## config.mk

```make
export PLATFORM = sky130hd
export DESIGN_NAME = data_pipe_nto1_flat
export DESIGN_NICKNAME = d
export VERILOG_FILES = /design/src/rtl/data_pipe_nto1_if.sv /design/src/rtl/data_pipe_nto1.sv /design/src/flat_wrapper.sv
export SDC_FILE = /design/constraint.sdc
export NUM_CORES = 1
export LEC_CHECK = 0
export CORE_AREA = 2 2 39 41
export CTS_BUF_LIST = sky130_fd_sc_hd__clkbuf_4 sky130_fd_sc_hd__clkbuf_8
export DETAILED_ROUTE_END_ITERATION = 8
export DIE_AREA = 0 0 41 43
export DONT_BUFFER_PORTS = 1
export GPL_TIMING_DRIVEN = 0
export PLACE_DENSITY_LB_ADDON = 0.15
export SLEW_MARGIN = 5
export SYNTH_ARGS = -nofsm -noshare
export SYNTH_HDL_FRONTEND = slang
export SYNTH_SLANG_ARGS = --single-unit
export TNS_END_PERCENT = 20
```

## constraint.sdc

```tcl
create_clock -name clock -period 2.1 [get_ports clock]
set_input_delay 0.42 -clock clock [delete_from_list [all_inputs] [get_ports clock]]
set_output_delay 0.42 -clock clock [all_outputs]
set_load 0.01 [all_outputs]
```

## src/rtl/data_pipe_nto1_if.sv

```systemverilog
`default_nettype none
// +----------------------------------------------------------------------+
// | Module   : data_pipe_nto1_if                                         |
// | Purpose  : Wide-word write side and narrow-slice read side of the    |
// |            N-to-1 width splitter, bundled with master/slave views.   |
// | Revision : 1.0  initial release                                      |
// +----------------------------------------------------------------------+
interface data_pipe_nto1_if #(
  parameter int DSIZE = 1,
  parameter int NSIZE = 8
);
  localparam int NW = $clog2(NSIZE);

  logic [DSIZE*NSIZE-1:0] wr_data;
  logic                   wr_vld;
  logic                   wr_ready;
  logic [NW-1:0]          wr_num;
  logic [DSIZE-1:0]       rd_data;
  logic                   rd_vld;
  logic                   rd_ready;
  logic                   rd_align_last;

  // Upstream producer / downstream consumer side.
  modport master (
    output wr_data, wr_vld, wr_num, rd_ready,
    input  wr_ready, rd_data, rd_vld, rd_align_last
  );

  // Splitter side.
  modport slave (
    input  wr_data, wr_vld, wr_num, rd_ready,
    output wr_ready, rd_data, rd_vld, rd_align_last
  );
endinterface
`default_nettype wire

```

## src/rtl/data_pipe_nto1.sv

```systemverilog
`default_nettype none
// +----------------------------------------------------------------------+
// | Module   : data_pipe_nto1                                            |
// | Purpose  : Width splitter. Loads one word of NSIZE slices and emits  |
// |            the slices one per valid/ready handshake, with optional   |
// |            partial words (wr_num) and an end-of-word marker.         |
// |            Define DATA_PIPE_NTO1_LSB_FIRST_EN to emit the lowest     |
// |            slice first instead of the highest.                       |
// | Revision : 1.0  initial release                                      |
// +----------------------------------------------------------------------+
module data_pipe_nto1 #(
  parameter int DSIZE = 1,
  parameter int NSIZE = 8
) (
  input  logic             clock,
  input  logic             rst,
  data_pipe_nto1_if.slave  bus
);

  localparam int NW = $clog2(NSIZE);
  localparam int C_W = DSIZE * NSIZE;
  localparam logic [NW:0] C_FULL_CNT = (NW+1)'(NSIZE);
  localparam logic [NW:0] C_ONE_CNT  = (NW+1)'(1);

  typedef enum logic [0:0] {
    IDLE  = 1'b0,
    SHIFT = 1'b1
  } state_t;

  state_t          r_state, w_state_nxt;
  logic [C_W-1:0]  r_sreg,  w_sreg_nxt;
  logic [NW:0]     r_cnt,   w_cnt_nxt;

  logic            w_busy;
  logic            w_last;
  logic            w_load;
  logic [NW:0]     w_load_cnt;

  assign w_busy = (r_state == SHIFT);
  assign w_last = (r_cnt == C_ONE_CNT);

  // The only combinational path: the final slice being taken frees the slot.
  assign bus.wr_ready      = !w_busy || (bus.rd_ready && w_last);
  assign bus.rd_vld        = w_busy;
  assign bus.rd_align_last = w_busy && w_last;

`ifdef DATA_PIPE_NTO1_LSB_FIRST_EN
  assign bus.rd_data = r_sreg[DSIZE-1:0];
`else
  assign bus.rd_data = r_sreg[C_W-1 -: DSIZE];
`endif

  // Gate on wr_vld so undefined data never reaches the shift register.
  assign w_load = bus.wr_vld && bus.wr_ready;

  // Zero or out-of-range counts mean a full word.
  assign w_load_cnt = ((bus.wr_num == '0) || ({1'b0, bus.wr_num} >= C_FULL_CNT))
                      ? C_FULL_CNT : {1'b0, bus.wr_num};

  // State, shift register and slice counter, cleared asynchronously.
  always_ff @(posedge clock or posedge rst) begin
    if (rst) begin
      r_state <= IDLE;
      r_sreg  <= '0;
      r_cnt   <= '0;
    end else begin
      r_state <= w_state_nxt;
      r_sreg  <= w_sreg_nxt;
      r_cnt   <= w_cnt_nxt;
    end
  end

  // Next-state: load takes priority (covers the back-to-back refill on the last slice).
  always_comb begin
    w_state_nxt = r_state;
    w_sreg_nxt  = r_sreg;
    w_cnt_nxt   = r_cnt;
    if (w_load) begin
      w_state_nxt = SHIFT;
      w_sreg_nxt  = bus.wr_data;
      w_cnt_nxt   = w_load_cnt;
    end else if (w_busy && bus.rd_ready) begin
      if (w_last) begin
        w_state_nxt = IDLE;
      end else begin
`ifdef DATA_PIPE_NTO1_LSB_FIRST_EN
        w_sreg_nxt = r_sreg >> DSIZE;
`else
        w_sreg_nxt = r_sreg << DSIZE;
`endif
        w_cnt_nxt  = r_cnt - C_ONE_CNT;
      end
    end
  end

endmodule
`default_nettype wire
```

## src/flat_wrapper.sv

```systemverilog
// flat-port wrapper written by rule: the top's interface ports become plain ports
module data_pipe_nto1_flat 
#(
  parameter int DSIZE = 1,
  parameter int NSIZE = 8
)
  (clock, rst, bus_wr_data, bus_wr_vld, bus_wr_num, bus_rd_ready, bus_wr_ready, bus_rd_data, bus_rd_vld, bus_rd_align_last);
  data_pipe_nto1_if #(.DSIZE(DSIZE), .NSIZE(NSIZE)) bus_i ();
  input  logic clock;
  input  logic rst;
  input wire logic [$bits(bus_i.wr_data)-1:0] bus_wr_data;
  input wire logic [$bits(bus_i.wr_vld)-1:0] bus_wr_vld;
  input wire logic [$bits(bus_i.wr_num)-1:0] bus_wr_num;
  input wire logic [$bits(bus_i.rd_ready)-1:0] bus_rd_ready;
  output wire logic [$bits(bus_i.wr_ready)-1:0] bus_wr_ready;
  output wire logic [$bits(bus_i.rd_data)-1:0] bus_rd_data;
  output wire logic [$bits(bus_i.rd_vld)-1:0] bus_rd_vld;
  output wire logic [$bits(bus_i.rd_align_last)-1:0] bus_rd_align_last;
  assign bus_i.wr_data = bus_wr_data;
  assign bus_i.wr_vld = bus_wr_vld;
  assign bus_i.wr_num = bus_wr_num;
  assign bus_i.rd_ready = bus_rd_ready;
  assign bus_wr_ready = bus_i.wr_ready;
  assign bus_rd_data = bus_i.rd_data;
  assign bus_rd_vld = bus_i.rd_vld;
  assign bus_rd_align_last = bus_i.rd_align_last;
  data_pipe_nto1 #(.DSIZE(DSIZE), .NSIZE(NSIZE)) u_core (.clock(clock), .rst(rst), .bus(bus_i));
endmodule
```

# Word level (Yosys, flattened, before mapping)
# Cells that the tools add are included.
# word_totals
in_bits	15
out_inout_bits	4
register_bits	13
# op_classes
add_sub_neg	1
n_mux	10
n_reduce_logical	11
eq_ne	2
# ops
cell	n
8-bit two-way mux	3
4-bit two-way mux	4
4-bit by 1-bit == test with 1-bit output, second input constant	1
1-bit logical AND	4
2-bit AND reduction	2
2-bit nonzero test	2
4-bit by 1-bit subtractor with 4-bit output, second input constant	1
3-bit zero test	1
1-bit two-way mux	3
2-bit inequality test, second input constant	1
1-bit zero test	1
1-bit logical OR	1

# Depth between registers and ports, before layout
# Gate-level depths: netlist of the first run.
# depth
word_depth	6
mapped_depth	7
ltp_nobuf	6

# Worst setup path after synthesis of the first run
# No wires, ideal clock.
# synth_path
path_type	flip-flop to output port
startpoint	reg u_core.r_cnt[1]
endpoint	out bus_rd_align_last
path_buffers	0
stages_incl_launch_ff	5
arrival_time_ps	1159
path_slack_ps	521
required_time_ps	1680
path_cell_list	dfrtp_1 > inv_1 > ha_1 > or3b_1 > nor2_1
# synth_between
elab_chain_len	2
# synth_lines
element	line	rtl
start: declaration	data_pipe_nto1.sv:32	logic [NW:0] r_cnt, w_cnt_nxt;
start signal: assignment	data_pipe_nto1.sv:69	r_cnt <= w_cnt_nxt;
4-bit by 1-bit == test with 1-bit output	data_pipe_nto1.sv:40	assign w_last = (r_cnt == C_ONE_CNT);
1-bit logical AND	data_pipe_nto1.sv:45	assign bus.rd_align_last = w_busy && w_last;
end: declaration	flat_wrapper.sv:18	output wire logic [$bits(bus_i.rd_align_last)-1:0] bus_rd_align_last;
# Every way passes these cells.

# Worst setup path in the final report of the first run
# Same ends and word-level chain as after synthesis.

==> run summary, run 1 <==
sequential area share after synthesis = 42.4%
dpl hpwl = 1.02 mm
first-pass GRT wire length = 2.25 mm
CP Capture Type = output port
GRT Util Overall = 18.7%
hold_buf cts = 0
CTS tree = built
CP arrival = 1540 ps
DRC viols = 0
ranking of synthesized cells by area = dfrtp_1, mux2i_1, a21oi_1, nor2_1, inv_1
post-CTS sizing = 0
Core ar. = 0.00138 sq mm
Placement Rows = 14
H-tree Lvls = 1
initial antenna violation count = 0
hold slack = 49.7 ps
Routed Antenna Nets = 0
Crit Reg-Reg Startpoint = u_core.r_cnt[1]
clk_lat worst skew = 270 ps
fmax = 0.511 GHz
post-DR vias/cell = 5.93
root buf cell = clkbuf_4
RSZ-0062 raised after global routing = false
Final Setup Violations = 0
Antenna Cells = 0
CP Launch Point = u_core.r_cnt[1]
unique cell type count in the Yosys netlist = 25
CP startpoint kind = register
internal power = 0.628 mW
required time worst endpoint = 1680 ps
yosys warns = 0
cell area after synthesis = 767 sq um
Peak VDD IR = 0.640 mV
commonest non-fill, non-tap cell in the layout = dfrtp_1
Comb power frac = 35.8%
layout cells sized above 1 = 10.0%
routed vias = 569
PwrDens = 1190 mW/mm^2
final net count = 98
Hold/Removal Path Class = primary input to async pin
post-synthesis cell count = 76
met2 usage = 29.7%
FF-to-FF path depth = 7
flop2flop setup slack = 380 ps
global routing usage on met1 = 22.4%
CTS Buf Count = 3
switching portion of total power = 35.4%
CTS Buffer Depth = 2
Worst slew margin = 66.9%
Die Ht = 43 microns
Hold Violations, Final = 0
Tmin final = 1960 ps
Fin Clk Skew = 2.39 ps
part of the power in the clock network = 17.1%
P_sw = 0.345 mW
pin count of the biggest net entering global routing = 14
Worst Path Max Fanout = 3
sum of negative setup slack = 0 ps
CP Class = register to output port
# Post-CTS Setup Buffers = 0
Reg-to-Reg End = u_core.r_sreg[1]
Initial Util = 55.4%
IO Pins = 19
RD Place Congestion = 0.669
vias in the first global route = 562
Worst-path clk slew = 80 ps
# port buffers = 0
Area Overhead vs Synth = 6.53%
DR WL/cell = 14.0 microns
Worst-Margin Slew = 495 ps
worst path cell trace = inv_1, ha_1, or3b_1, nor2_1
syn avg cell area = 10.1 sq um
most frequent cells in the layout = dfrtp_1, mux2i_1, nor2_1, a21oi_1, inv_1
Synth Register Bits = 13
TritonRoute pass-1 iters = 4
chip width = 41 microns
Worst setup endpoint = bus_rd_align_last
grt ovf = 0
critical path's slowest cell = or3b_1
Synth area leader = dfrtp_1
GR peak layer = met2
CTS Sinks = 13
status = finished, final reports clean
met3 GRT Util = 5.24%
fin. max-slew vios = 0
max-cap violation count = 0
Post-Route WL = 1.34 mm
1st-iter DRT viols = 4
biggest cell delay along the critical path = 400 ps
part of the power in registers = 47.1%
syn_nets = 93
area share of the largest cell type after synthesis = 42.4%
die area = 0.00176 sq mm
Final Cycle Share = 93.2%
leakage = 0.422 nW
-- state kept, by name (all words and copies together) (netlist names) --
name,flops
u_core.r_sreg,8
u_core.r_cnt,4
u_core.bus.rd_vld,1
-- cell type report --
type                    count  area, sq um
clock buffers               4         30.0
fillers                   123          567
well taps                  16         20.0
plain buffers               3         26.3
flip-flops and latches     13          325
multi-input cells          53          389
inverters                   7         26.3
-- per-stage QoR --
step                util [%]  instances  setup WS [ps]  power (mW)  cell area, sq um
floorplan                  -         76            521       0.751               767
global placement        56.9         92            416       0.808               787
detailed placement      56.9         92            371       0.820               787
CTS                     59.0         96            131       0.987               817
global route            59.0         96           39.5        1.06               817
finish                  59.0         96            143       0.973               817
-- power groups by stage --
| stage | registers [mW] | clock network (mW) | logic, mW |
|---|---|---|---|
| 3_3_place_gp | 0.462 | 0 | 0.347 |
| 4_1_cts | 0.461 | 0.171 | 0.356 |
| 6_report | 0.459 | 0.167 | 0.348 |
| 3_5_place_dp | 0.466 | 0 | 0.354 |
| 5_1_grt | 0.479 | 0.181 | 0.402 |
| 2_1_floorplan | 0.443 | 0 | 0.308 |
-- critical path, delay by kind of cell, from the launching register on --
| family | cells | cell delay [ps] |
|---|---|---|
| buf+inv | 1 | 100 |
| simple gates | 2 | 600 |
| flops | 1 | 390 |
| fa+ha+maj | 1 | 180 |
-- worst min-delay path by stage --
stage | startpoint | slack (ps) | endpoint
2_1_floorplan | rst | 300 | u_core.bus.rd_vld
5_1_grt | rst | 100 | u_core.r_sreg[1]
6_report | rst | 50 | u_core.r_sreg[1]
3_5_place_dp | rst | 380 | u_core.r_sreg[1]
3_3_place_gp | rst | 360 | u_core.r_sreg[1]
4_1_cts | rst | 80 | u_core.r_sreg[1]
-- per-layer routing --
metal	up-vias	wire length, microns
met2	19	660
met4	0	23
met5	-	0
met3	4	72
met1	268	586
li1	278	-
-- cell usage after synthesis (all sizes together) --
cell / count
dfrtp: 13
mux2i: 10
nor2: 9
a21oi: 8
inv: 7
o21ai: 4
a21boi: 2
a2bb2oi: 2
buf: 2
ha: 2
nand2: 2
nand2b: 2
nor3: 2
a211oi: 1
a221oi: 1
and4b: 1
clkbuf: 1
nand3: 1
nand3b: 1
nor4b: 1
nor4bb: 1
o221ai: 1
or3: 1
or3b: 1
-- kinds of logic after synthesis --
logic type | count (synthesis) | synth area share, %
compound gates | 19 | 16.8
simple gates | 22 | 17.6
fa+ha+maj | 2 | 3.26
buf+inv | 10 | 6.85
mux | 10 | 13.1
flops | 13 | 42.4
No activity file was read; power rests on OpenSTA's default activity.
==> run 2: changes to the inputs <==
--- a/config.mk
+++ b/config.mk
@@ -5,6 +5,7 @@
 export SDC_FILE = /design/constraint.sdc
 export NUM_CORES = 1
 export LEC_CHECK = 0
+export ABC_CLOCK_PERIOD_IN_PS = 2100
 export CORE_AREA = 2 2 39 41
 export CTS_BUF_LIST = sky130_fd_sc_hd__clkbuf_4 sky130_fd_sc_hd__clkbuf_8
 export DETAILED_ROUTE_END_ITERATION = 8
==> results of run 2 <==
Final layout, timing and power as in run 1 (identical DEF).
==> run 3: changes to the inputs <==
--- a/config.mk
+++ b/config.mk
@@ -6,11 +6,9 @@
 export NUM_CORES = 1
 export LEC_CHECK = 0
 export ABC_CLOCK_PERIOD_IN_PS = 2100
-export CORE_AREA = 2 2 39 41
+export CORE_UTILIZATION = 50
 export CTS_BUF_LIST = sky130_fd_sc_hd__clkbuf_4 sky130_fd_sc_hd__clkbuf_8
 export DETAILED_ROUTE_END_ITERATION = 8
-export DIE_AREA = 0 0 41 43
-export DONT_BUFFER_PORTS = 1
 export GPL_TIMING_DRIVEN = 0
 export PLACE_DENSITY_LB_ADDON = 0.15
 export SLEW_MARGIN = 5
==> run 3 against run 2 <==
Against the previous run: sequential power is 0.9% higher; register-to-register slack worse by 160 ps; design area is 25% higher.
==> run summary, run 3 (same netlist as run 1, synthesis figures left out) <==
Core ar. = 0.00137 sq mm (was 0.00138 sq mm)
critical path's slowest cell = dfrtp_1 (was or3b_1)
GR peak layer = met2 (unchanged)
Post-Route WL = 1.54 mm (was 1.34 mm)
die area = 0.00169 sq mm (was 0.00176 sq mm)
Placement Rows = 13 (was 14)
leakage = 0.518 nW (was 0.422 nW)
largest register by flop count = u_core.r_sreg (unchanged)
RD Place Congestion = 0.727 (was 0.669)
Reg-to-Reg End = u_core.r_sreg[2] (was u_core.r_sreg[1])
Final Cycle Share = 95.0% (was 93.2%)
H-tree Lvls = 1 (unchanged)
worst path cell trace = inv_2, ha_2, nor4bb_4, nand2b_4, dlygate4sd2_1 (was inv_1, ha_1, or3b_1, nor2_1)
FF-to-FF path depth = 8 (was 7)
Final Setup Violations = 0 (unchanged)
Peak VDD IR = 0.591 mV (was 0.640 mV)
Worst slew margin = 65.9% (was 66.9%)
TritonRoute pass-1 iters = 4 (unchanged)
Area Overhead vs Synth = 33.1% (was 6.53%)
max FFs per register = 8 (unchanged)
Filler cells = 104 (was 123)
CP Launch Point = u_core.r_cnt[1] (unchanged)
dpl hpwl = 1.08 mm (was 1.02 mm)
1st-iter DRT viols = 14 (was 4)
DR WL/cell = 13.4 microns (was 14.0 microns)
met2 usage = 35.2% (was 29.7%)
CTS Buffer Depth = 2 (unchanged)
final net count = 118 (was 98)
Worst-Margin Slew = 510 ps (was 495 ps)
Routed Antenna Nets = 0 (unchanged)
flop2flop setup slack = 220 ps (was 380 ps)
global routing usage on met1 = 25.7% (was 22.4%)
Worst Path Max Fanout = 3 (unchanged)
biggest cell delay along the critical path = 400 ps (about the same)
required time worst endpoint = 1680 ps (about the same)
Placed Instance Area = 966 sq um (was 787 sq um)
post-DR vias/cell = 5.46 (was 5.93)
Tmin final = 2000 ps (was 1960 ps)
total power = 1.08 mW (was 0.973 mW)
CP arrival = 1580 ps (was 1540 ps)
Initial Util = 56.1% (was 55.4%)
Worst-path clk slew = 80 ps (about the same)
Hold Violations, Final = 0 (unchanged)
grt ovf = 0 (unchanged)
Crit Reg-Reg Startpoint = u_core.r_cnt[0] (was u_core.r_cnt[1])
routed vias = 628 (was 569)
CTS tree = built (unchanged)
CP startpoint kind = register (unchanged)
pin count of the biggest net entering global routing = 14 (unchanged)
# port buffers = 18 (was 0)
Worst setup endpoint = bus_wr_ready (was bus_rd_align_last)
fmax = 0.501 GHz (was 0.511 GHz)
GRT Util Overall = 21.5% (was 18.7%)
Die Ht = 41.2 microns (was 43 microns)
chip width = 41.2 microns (was 41 microns)
fin. max-slew vios = 0 (unchanged)
IO Pins = 19 (unchanged)
fin area = 0.00102 sq mm (was 817 sq um)
Fin Clk Skew = 0.472 ps (was 2.39 ps)
initial antenna violation count = 0 (unchanged)
met3 GRT Util = 4.89% (was 5.24%)
first-pass GRT wire length = 2.30 mm (was 2.25 mm)
most frequent cells in the layout = clkdlybuf4s50_1, dfrtp_1, mux2i_1, nor2_1, a21oi_1 (was dfrtp_1, mux2i_1, nor2_1, a21oi_1, inv_1)
Util after Layout = 74.7% (was 59.0%)
hold slack = 468 ps (was 49.7 ps)
clk_lat worst skew = 270 ps (about the same)
CTS Buf Count = 3 (unchanged)
CTS Sinks = 13 (unchanged)
status = finished, final reports clean (unchanged)
CP Class = register to output port (unchanged)
Antenna Cells = 0 (unchanged)
vias in the first global route = 538 (was 562)
Hold/Removal Path Class = primary input to async pin (unchanged)
CP Capture Type = output port (unchanged)
PwrDens = 1050 mW/mm^2 (was 1190 mW/mm^2)
layout cells sized above 1 = 16.0% (was 10.0%)
commonest non-fill, non-tap cell in the layout = clkdlybuf4s50_1 (was dfrtp_1)
root buf cell = clkbuf_4 (unchanged)
max-cap violation count = 0 (unchanged)
DRC viols = 0 (unchanged)
-- run 3: cell count changes in the layout (fill, tap and decap cells not counted), sizes merged --
cell | previous run | this run
clkdlybuf4s50 | 0 | 15
dlymetal6s2s | 0 | 1
buf | 2 | 5
dlygate4sd2 | 0 | 1
-- run 3: worst min path at each step --
| stage | startpoint | to | slack, ps | cells after the start |
|---|---|---|---|---|
| floorplan | rst | u_core.bus.rd_vld | 300 | 1 |
| global placement | u_core.r_sreg[0] | u_core.r_sreg[0] | 510 | 2 |
| detailed placement | u_core.r_sreg[0] | u_core.r_sreg[0] | 520 | 2 |
| CTS | rst | u_core.r_cnt[3] | 480 | 2 |
| global route | rst | u_core.r_sreg[1] | 510 | 2 |
| finish | rst | u_core.r_sreg[7] | 470 | 2 |
-- run 3: worst max-delay path: cells and delay by family (launching register included) --
family,cells,cell delay [ps]
adder cells (fa/ha/maj),1,180
buffers and inverters,2,340
flip-flops,1,400
AND/OR/NAND/NOR,2,380
-- run 3: cell type report --
cell class	count	area (sq um)	area share, %
Inverter	7	26.3	2.57
Multi-Input combinational cell	53	402	39.3
Clock buffer	4	30.0	2.94
Timing Repair Buffer	20	191	18.8
Buffer	3	26.3	2.57
Tap cell	15	18.8	1.84
Sequential cell	13	327	32.0
-- run 3: metrics by stage --
stage	std cells	TNS, ps	worst slack (ps)
after floorplan	76	0	521
after global placement	109	-349	-349
after detailed placement	109	-369	-369
after CTS	114	0	4.81
after global routing	115	-0.0659	-0.0659
final	115	0	104
-- run 3: timing repair --
item / in CTS / in global routing
buffers inserted: 1 / 1
gates resized for setup: 8 / 3
endpoints found under the setup margin: 2 / 2
pin swaps: 1 / 1
hold buffers: 0 / 0
-- run 3: metal layers --
layer  up-vias  wire length [microns]
li1        317                      -
met1       290                    679
met2        19                    775
met3         2                     76
met4         0                     12
met5         -                      0
-- run 3: where the power goes --
| group | internal, mW | switching, mW | total [mW] |
|---|---|---|---|
| sequential | 0.358 | 0.105 | 0.463 |
| clock | 0.0865 | 0.0817 | 0.168 |
| combinational | 0.250 | 0.194 | 0.444 |
